===== config.mk =====
export PLATFORM = sky130hd
export DESIGN_NAME = oam_dma
export DESIGN_NICKNAME = d
export VERILOG_FILES = /design/src/rtl/oam_dma.sv
export SDC_FILE = /design/constraint.sdc
export NUM_CORES = 1
export LEC_CHECK = 0
export ABC_AREA = 0
export CORE_MARGIN = 2
export CORE_UTILIZATION = 45
export DETAILED_ROUTE_END_ITERATION = 16
export MAX_ROUTING_LAYER = met4
export PLACE_DENSITY = 0.79
export SLEW_MARGIN = 20
export SYNTH_ARGS = -nofsm -noshare
export SYNTH_HDL_FRONTEND = slang
export SYNTH_SLANG_ARGS = --single-unit

===== constraint.sdc =====
create_clock -name clk -period 2.4 [get_ports clk]
set_input_delay 0.36 -clock clk [delete_from_list [all_inputs] [get_ports clk]]
set_output_delay 0.36 -clock clk [all_outputs]
set_load 0.01 [all_outputs]

===== src/rtl/oam_dma.sv =====
// ---------------------------------------------------------------------------
// oam_dma
//
// Sprite OAM DMA engine acting as a bus initiator on the CPU bus. A CPU write
// to PAGE_REG latches a source page and stalls the CPU. Once the CPU reaches
// a read cycle, the engine takes the bus. After one or two dummy reads that
// align it to the CPU cycle parity, it copies LEN bytes from {page,idx} to
// OAM_PORT as alternating read/write cycles. It then releases the bus and
// pulses done. The surrounding top level muxes addr/rw/data on bus_own.
//
// Ports
//   clk        in   1   CPU-phase clock, rising edge
//   sys_reset  in   1   synchronous, active-high reset
//   cpu_addr   in   16  CPU address bus
//   cpu_wdata  in   8   CPU write data
//   cpu_rw     in   1   CPU rw, 1=read 0=write
//   cpu_halt   out  1   1 = pull sys_rdy low (stall CPU)
//   bus_own    out  1   1 = DMA drives sys_addr/sys_rw/sys_data
//   dma_addr   out  16  DMA address, valid while bus_own
//   dma_rw     out  1   DMA rw, 1=read 0=write
//   dma_wdata  out  8   DMA write data, valid while bus_own & ~dma_rw
//   bus_rdata  in   8   read data from the addressed responder
//   bus_rdy    in   1   responder ready, 0 inserts a wait state
//   busy       out  1   high from the start-write edge until done
//   done       out  1   one-cycle pulse after the final OAM write
// ---------------------------------------------------------------------------
module oam_dma #(
    parameter logic [15:0] PAGE_REG = 16'h4014,
    parameter logic [15:0] OAM_PORT = 16'h2004,
    parameter int          LEN      = 256
) (
    input  logic        clk,
    input  logic        sys_reset,
    input  logic [15:0] cpu_addr,
    input  logic [7:0]  cpu_wdata,
    input  logic        cpu_rw,
    output logic        cpu_halt,
    output logic        bus_own,
    output logic [15:0] dma_addr,
    output logic        dma_rw,
    output logic [7:0]  dma_wdata,
    input  logic [7:0]  bus_rdata,
    input  logic        bus_rdy,
    output logic        busy,
    output logic        done
);

    localparam logic [7:0] LAST_IDX = 8'(LEN - 1);

    typedef enum logic [2:0] {
        S_IDLE,
        S_HALT,
        S_ALIGN,
        S_ALIGN2,
        S_READ,
        S_WRITE
    } state_t;

    state_t      state_q,     state_d;
    logic [7:0]  page_q,      page_d;
    logic [7:0]  idx_q,       idx_d;
    logic        cyc_odd_q,   cyc_odd_d;
    logic        cpu_halt_q,  cpu_halt_d;
    logic        bus_own_q,   bus_own_d;
    logic        busy_q,      busy_d;
    logic        done_q,      done_d;
    logic        dma_rw_q,    dma_rw_d;
    logic [15:0] dma_addr_q,  dma_addr_d;
    logic [7:0]  dma_wdata_q, dma_wdata_d;

    always_comb begin
        state_d     = state_q;
        page_d      = page_q;
        idx_d       = idx_q;
        dma_wdata_d = dma_wdata_q;
        done_d      = 1'b0;
        // Parity reference for the alignment decision; runs regardless of state.
        cyc_odd_d   = ~cyc_odd_q;

        case (state_q)
            S_IDLE: begin
                // Only an idle engine accepts a start; PAGE_REG writes while
                // busy never re-latch the page.
                if (cpu_addr == PAGE_REG && !cpu_rw) begin
                    page_d  = cpu_wdata;
                    idx_d   = 8'h00;
                    state_d = S_HALT;
                end
            end
            S_HALT: begin
                // The CPU ignores RDY during write cycles, so the bus can only
                // be taken once it is sitting in a read cycle.
                if (cpu_rw) begin
                    state_d = S_ALIGN;
                end
            end
            S_ALIGN: begin
                state_d = cyc_odd_q ? S_ALIGN2 : S_READ;
            end
            S_ALIGN2: begin
                state_d = S_READ;
            end
            S_READ: begin
                if (bus_rdy) begin
                    dma_wdata_d = bus_rdata;
                    state_d     = S_WRITE;
                end
            end
            S_WRITE: begin
                if (bus_rdy) begin
                    if (idx_q == LAST_IDX) begin
                        state_d = S_IDLE;
                        done_d  = 1'b1;
                    end else begin
                        // 8-bit wrap: page $FF stays within $FF00-$FFFF.
                        idx_d   = idx_q + 8'd1;
                        state_d = S_READ;
                    end
                end
            end
            default: begin
                state_d = S_IDLE;
            end
        endcase

        // Outputs are decoded from the next state so they register
        // cycle-aligned with the state they describe.
        cpu_halt_d = (state_d != S_IDLE);
        busy_d     = (state_d != S_IDLE);
        bus_own_d  = (state_d != S_IDLE) && (state_d != S_HALT);
        dma_rw_d   = (state_d != S_WRITE);
        case (state_d)
            S_ALIGN, S_ALIGN2: dma_addr_d = PAGE_REG;  // dummy read, data discarded
            S_READ:            dma_addr_d = {page_d, idx_d};
            S_WRITE:           dma_addr_d = OAM_PORT;
            default:           dma_addr_d = 16'h0000;
        endcase
    end

    always_ff @(posedge clk) begin
        if (sys_reset) begin
            state_q     <= S_IDLE;
            page_q      <= 8'h00;
            idx_q       <= 8'h00;
            cyc_odd_q   <= 1'b0;
            cpu_halt_q  <= 1'b0;
            bus_own_q   <= 1'b0;
            busy_q      <= 1'b0;
            done_q      <= 1'b0;
            dma_rw_q    <= 1'b1;
            dma_addr_q  <= 16'h0000;
            dma_wdata_q <= 8'h00;
        end else begin
            state_q     <= state_d;
            page_q      <= page_d;
            idx_q       <= idx_d;
            cyc_odd_q   <= cyc_odd_d;
            cpu_halt_q  <= cpu_halt_d;
            bus_own_q   <= bus_own_d;
            busy_q      <= busy_d;
            done_q      <= done_d;
            dma_rw_q    <= dma_rw_d;
            dma_addr_q  <= dma_addr_d;
            dma_wdata_q <= dma_wdata_d;
        end
    end

    assign cpu_halt  = cpu_halt_q;
    assign bus_own   = bus_own_q;
    assign busy      = busy_q;
    assign done      = done_q;
    assign dma_rw    = dma_rw_q;
    assign dma_addr  = dma_addr_q;
    assign dma_wdata = dma_wdata_q;

endmodule


Word level (Yosys, flattened, before mapping)
Index checks and enable logic that the tools add are counted.
{"block": "totals", "ff_bits": 48, "input_bits": 36, "out_inout_bits": 29, "wordCells": 50}
{"block": "op_classes", "addsub": 1, "n_eq_ne": 13, "muxes": 15, "bitwise": 3, "n_reduce_logical": 8}
{"operator": "$pmux 16 s3", "n": 1}
{"operator": "$mux 8", "n": 5}
{"operator": "$mux 3", "n": 6}
{"operator": "$pmux 3 s6", "n": 1}
{"operator": "$eq 16x15->1 const B", "n": 1}
{"operator": "$pmux 8 s2", "n": 1}
{"operator": "$eq 3x2->1 const B", "n": 4}
{"operator": "$eq 3x3->1 const B", "n": 4}
{"operator": "$add 8x1->8 const B", "n": 1}
{"operator": "$eq 8x8->1 const B", "n": 1}
{"operator": "$eq 3x1->1 const B", "n": 1}
{"operator": "$logic_not 3->1", "n": 1}
{"operator": "$ne 3x1->1 const B", "n": 1}
{"operator": "$ne 3x3->1 const B", "n": 1}
{"operator": "$not 1->1", "n": 3}
{"operator": "$reduce_bool 3->1", "n": 1}
{"operator": "$reduce_or 3->1", "n": 1}
{"operator": "$logic_and 1x1->1", "n": 2}
{"operator": "$reduce_and 2->1", "n": 1}
{"operator": "$reduce_or 2->1", "n": 1}
{"operator": "$logic_not 1->1", "n": 1}
{"operator": "$mux 1", "n": 1}

Longest topological paths before layout
{"block": "logic_depth", "depth_word": 7, "depth_mapped": 7, "ltp_nobuf": 6}

Worst setup path after synthesis
OpenSTA, ideal clock, no wires.
{"block": "synth_timing", "kind": "reg-to-reg", "from": "register idx_q[0]", "to": "register dma_addr_q[2] (netlist: dma_addr[2])", "setup_ns": 0.120, "t_arrival_ns": 1.582, "t_required_ns": 2.280, "slack_ns": 0.698, "stages_incl_launch_ff": 7, "path_buffers": 0, "period_less_slack_ns": 1.702, "cell_sequence": "dfxtp_1 -> ha_1 -> nand4_4 -> nor4_4 -> a211oi_2 -> and3b_2 -> a211o_1"}
{"block": "synth_via", "elab_chain_len": 7, "elab_cells_between_ends": 14, "cone_classes": "add/sub (1); eq/ne (5); mux (7); reduce/logical (1)"}
{"element": "start: declaration", "line": "61", "rtl": "logic [7:0] idx_q, idx_d;"}
{"element": "start signal: assignment", "line": "156", "rtl": "idx_q <= idx_d;"}
{"element": "$eq 8x8->1", "line": "111", "rtl": "if (idx_q == LAST_IDX) begin"}
{"element": "$mux 3", "line": "111"}
{"element": "$mux 3", "line": "110", "rtl": "if (bus_rdy) begin"}
{"element": "$pmux 3 s6", "line": "80", "rtl": "case (state_q)"}
{"element": "$eq 3x2->1", "line": "132", "rtl": "case (state_d)"}
{"element": "$reduce_or 2->1", "line": "132"}
{"element": "$pmux 16 s3 *", "line": "132"}
{"element": "end signal: assignment", "line": "163", "rtl": "dma_addr_q <= dma_addr_d;"}
{"element": "end: declaration", "line": "68", "rtl": "logic [15:0] dma_addr_q, dma_addr_d;"}
Mark *: on every way between the ends. The rest lies on a longest branch, timed or not.
A chain may end at the register's enable or synchronous reset.

Worst setup path in the final report
Ends and elaborated chain as after synthesis.

==> run summary <==
• **clock tree root driver cell** clkbuf_8
• **Top delay family on crit path** simple AND/OR/NAND/NOR gates
• **DRT Pass-1 Iters** 4
• **die area** 0.00488 sq mm
• **drt total wl** 4230 microns
• **worst reg2reg path startpoint** idx_q[0]$_SDFF_PP0_
• **post-synthesis to final-layout area growth** 39.9%
• **Mapped Area** 0.00195 sq mm
• **fraction of final layout cells sized beyond drive strength 1** 12.5%
• **maximum count of clock buffers along a single path** 2
• **crit path capture** dma_addr[2]$_SDFF_PP0_
• **total global-route track usage** 19.0%
• **hold bufs inserted after CTS** 0
• **number of nets with antenna violations after routing** 0
• **maximum number of pins on one net before global-route repair** 15
• **Max VDD drop** 381 uV
• **count of antenna diodes in the layout** 0
• **Final setup viols** 0
• **Register-to-Register Setup Slack** 0.52 ns
• **number of hold violations in the final report** 0
• **post-route setup TNS** 0 ns
• **cell-by-cell trace of the critical path** ha_1, nand4_4, nor4_4, a211oi_2, and3b_2, a211o_1
• **num ports** 65
• **fin crit share** 78.1%
• **max-capacitance violation count** 0
• **nets in the synthesized netlist** 229
• **count of buffering cells on the critical path with inverters included** 0
• **width of the chip** 69.9 microns
• **WL/cell** 13.5 microns
• **endpoint of the worst-slack reg-to-reg timing path** dma_addr[2]$_SDFF_PP0_
• **number of standard cells in the layout, taps in and fillers out** 313
• **placed cells** 305
• **initial cell density of the core** 47.8%
• **vias in the first global route** 1564
• **Net Sw Power** 0.278 mW
• **Power Dens Cells** 528 mW/mm^2
• **distinct cell type count after synthesis** 49
• **maximum fanout along the worst path** 6
• **remaining routing DRC violations** 0
• **Achievable Freq** 0.533 GHz
• **Async SR Flop Fraction** 0%
• **part of the Yosys area used for sequential elements** 49.2%
• **net total in the final layout** 299
• **internal power** 1.16 mW
• **number of buffers inserted during clock tree synthesis** 5
• **via count of the routed design** 1621
• **number of antenna violations at the first check in global routing** 0
• **critical path depth in cells** 6
• **area share of the largest cell type after synthesis** 49.2%
• **vias per inst** 5.18
• **detailed placer's ending HPWL** 3180 microns
• **clock transition time at the flip-flop clock pins of the worst setup and hold paths** 0.08 ns
• **TritonCTS clock tree** done
• **clock group share of total power** 39.0%
• **post-synthesis average cell area** 10.2 sq um
• **crit path DAT** 2.06 ns
• **Lkg Pwr** 1.07 nW
• **post-CTS sizing** 0
• **cell taking the most area after synthesis** dfxtp_1
• **top-count cell post-synth** dfxtp_1
• **number of H-tree levels** 2
• **global-route wire length before repair** 7210 microns
• **kind of capture point of the worst setup path** flop
• **vertical extent of the die** 69.9 microns
• **setup repair after global routing missed its margin** false
• **Placement Rows** 23
• **number of enable flip-flop cells after synthesis** 0
• **classification of the worst setup path** reg -> reg
• **outcome** complete, no violations
• **share of the core filled with cells in the final layout** 66.9%
• **path category of the worst min-delay check** reg -> reg
• **CTS Sinks** 48
• **top cell types by occurrence after synthesis** 48 x dfxtp_1, 22 x nand2_1, 19 x nor2_1, 13 x mux2i_1
• **Starting DRT DRC Count** 94
• **highest cell delay on the worst timing path** 0.40 ns
• **Core Box Area** 0.00409 sq mm
• **switching portion of total power** 19.3%
• **share of power burned in combinational logic** 5.8%
• **number of setup buffers added after CTS** 0
• **Reg power frac** 55.3%
• **number of cells on the worst reg-to-reg path** 6
• **top cells by area, synth** dfxtp_1 49%, mux2i_1 6.7%, nand2_1 4.2%
• **Port-buffer cells** 64
• **worst setup path startpoint** idx_q[0]$_SDFF_PP0_
• **total of warnings raised by yosys** 0
• **tightest slew margin relative to the limit** 67.7%
• **Layout Skew** 0.00817 ns
• **Slew Limit Fails** 0
• **gp weighted congestion** 0.859
• **required time of the worst setup path** 2.59 ns
• **Setup crit start kind** flop
• **ys flop type** dfxtp_1
• **pin slew with the least headroom to its limit** 0.483 ns
• **critical-path cell with the highest stage delay** dfxtp_1
• **instance count of the mapped netlist** 192
• **global route total overflow** 0
• **final critical path time including I/O delays and setup** 1.88 ns
• **final total power** 1.44 mW
• **clock latency of the later-clocked register in the worst-skew pair** 0.30 ns
• **number of synthesized register bits** 48
-- final cells by class --
type | instances | area [sq um]
multi-input cells | 134 | 901
clock inverters | 2 | 35.0
inverters | 2 | 7.51
fillers | 344 | 1350
well taps | 50 | 62.6
flip-flops and latches | 48 | 961
repair buffers | 71 | 693
clock buffers | 6 | 72.6
-- logic make-up (layout without fill, tap and decap cells) --
kind of cell / after synthesis / after routing / synth area share [%]
adder cells (fa/ha/maj): 1 / 1 / 0.641
multiplexers: 13 / 13 / 6.66
buffers and inverters: 10 / 81 / 4.68
XOR/XNOR: 2 / 2 / 0.897
AO/OA/AOI/OAI: 24 / 24 / 9.48
flip-flops: 48 / 48 / 49.2
AND/OR/NAND/NOR: 94 / 94 / 28.4
-- power by group through the flow --
stage	logic [mW]	registers [mW]	clock network, mW
finish	0.0831	0.797	0.562
global route	0.0900	0.798	0.625
CTS	0.0838	0.797	0.576
detailed placement	0.0833	0.816	0
global placement	0.0824	0.816	0
floorplan	0.0174	0.816	0
-- per-stage QoR --
stage                     instance area, sq um  setup WS (ns)  hold WS [ns]
after CTS                                 2730          0.509         0.422
after global routing                      2730          0.425         0.448
after detailed placement                  2630          0.217         0.407
after global placement                    2630          0.254         0.400
after floorplan                           1950          0.698         0.386
final                                     2730          0.525         0.421
-- worst min-delay path by stage --
stage                              start                    to  cells past startpoint
floorplan           cyc_odd_q$_SDFF_PP0_  cyc_odd_q$_SDFF_PP0_                      1
global placement    cyc_odd_q$_SDFF_PP0_  cyc_odd_q$_SDFF_PP0_                      1
detailed placement  cyc_odd_q$_SDFF_PP0_  cyc_odd_q$_SDFF_PP0_                      1
CTS                 cyc_odd_q$_SDFF_PP0_  cyc_odd_q$_SDFF_PP0_                      1
global route        cyc_odd_q$_SDFF_PP0_  cyc_odd_q$_SDFF_PP0_                      1
finish              cyc_odd_q$_SDFF_PP0_  cyc_odd_q$_SDFF_PP0_                      1
-- registers in the layout, indices dropped and copies added, names as in the netlist --
name       flops
done           1
dma_wdata      8
state_q        3
dma_addr      16
page_q         8
cyc_odd_q      1
bus_own        1
idx_q          8
dma_rw         1
busy           1
-- cell usage in the layout, fill, tap and decap left out, types with 2 or more instances in the layout --
cell type,instances
a21oi_1,10
and2b_4,2
and3_1,10
buf_4,7
clkbuf_8,5
clkdlybuf4s50_1,64
dfxtp_1,48
inv_1,2
mux2i_1,13
nand2_1,22
nand2_4,2
nand3_1,10
nand4_1,3
nor2_1,19
nor2b_1,2
nor3_1,5
nor4_1,2
o21ai_0,3
o22ai_1,2
-- layer usage --
| layer | track usage (%) | up-vias | share of wire [%] |
|---|---|---|---|
| met4 | 5.56 | 0 | 1.4 |
| met3 | 6.78 | 5 | 6.8 |
| met2 | 28.5 | 58 | 47 |
| li1 | - | 808 | - |
| met1 | 24.2 | 750 | 45 |
| met5 | - | - | 0 |
-- worst reg2reg max path, stage by stage, from the launching register on --
cell and delay [ns]:
dfxtp_1 0.40, ha_1 0.31, nand4_4 0.18, nor4_4 0.30, a211oi_2 0.10, and3b_2 0.23, a211o_1 0.26
No activity file was read; power rests on OpenSTA's default activity.
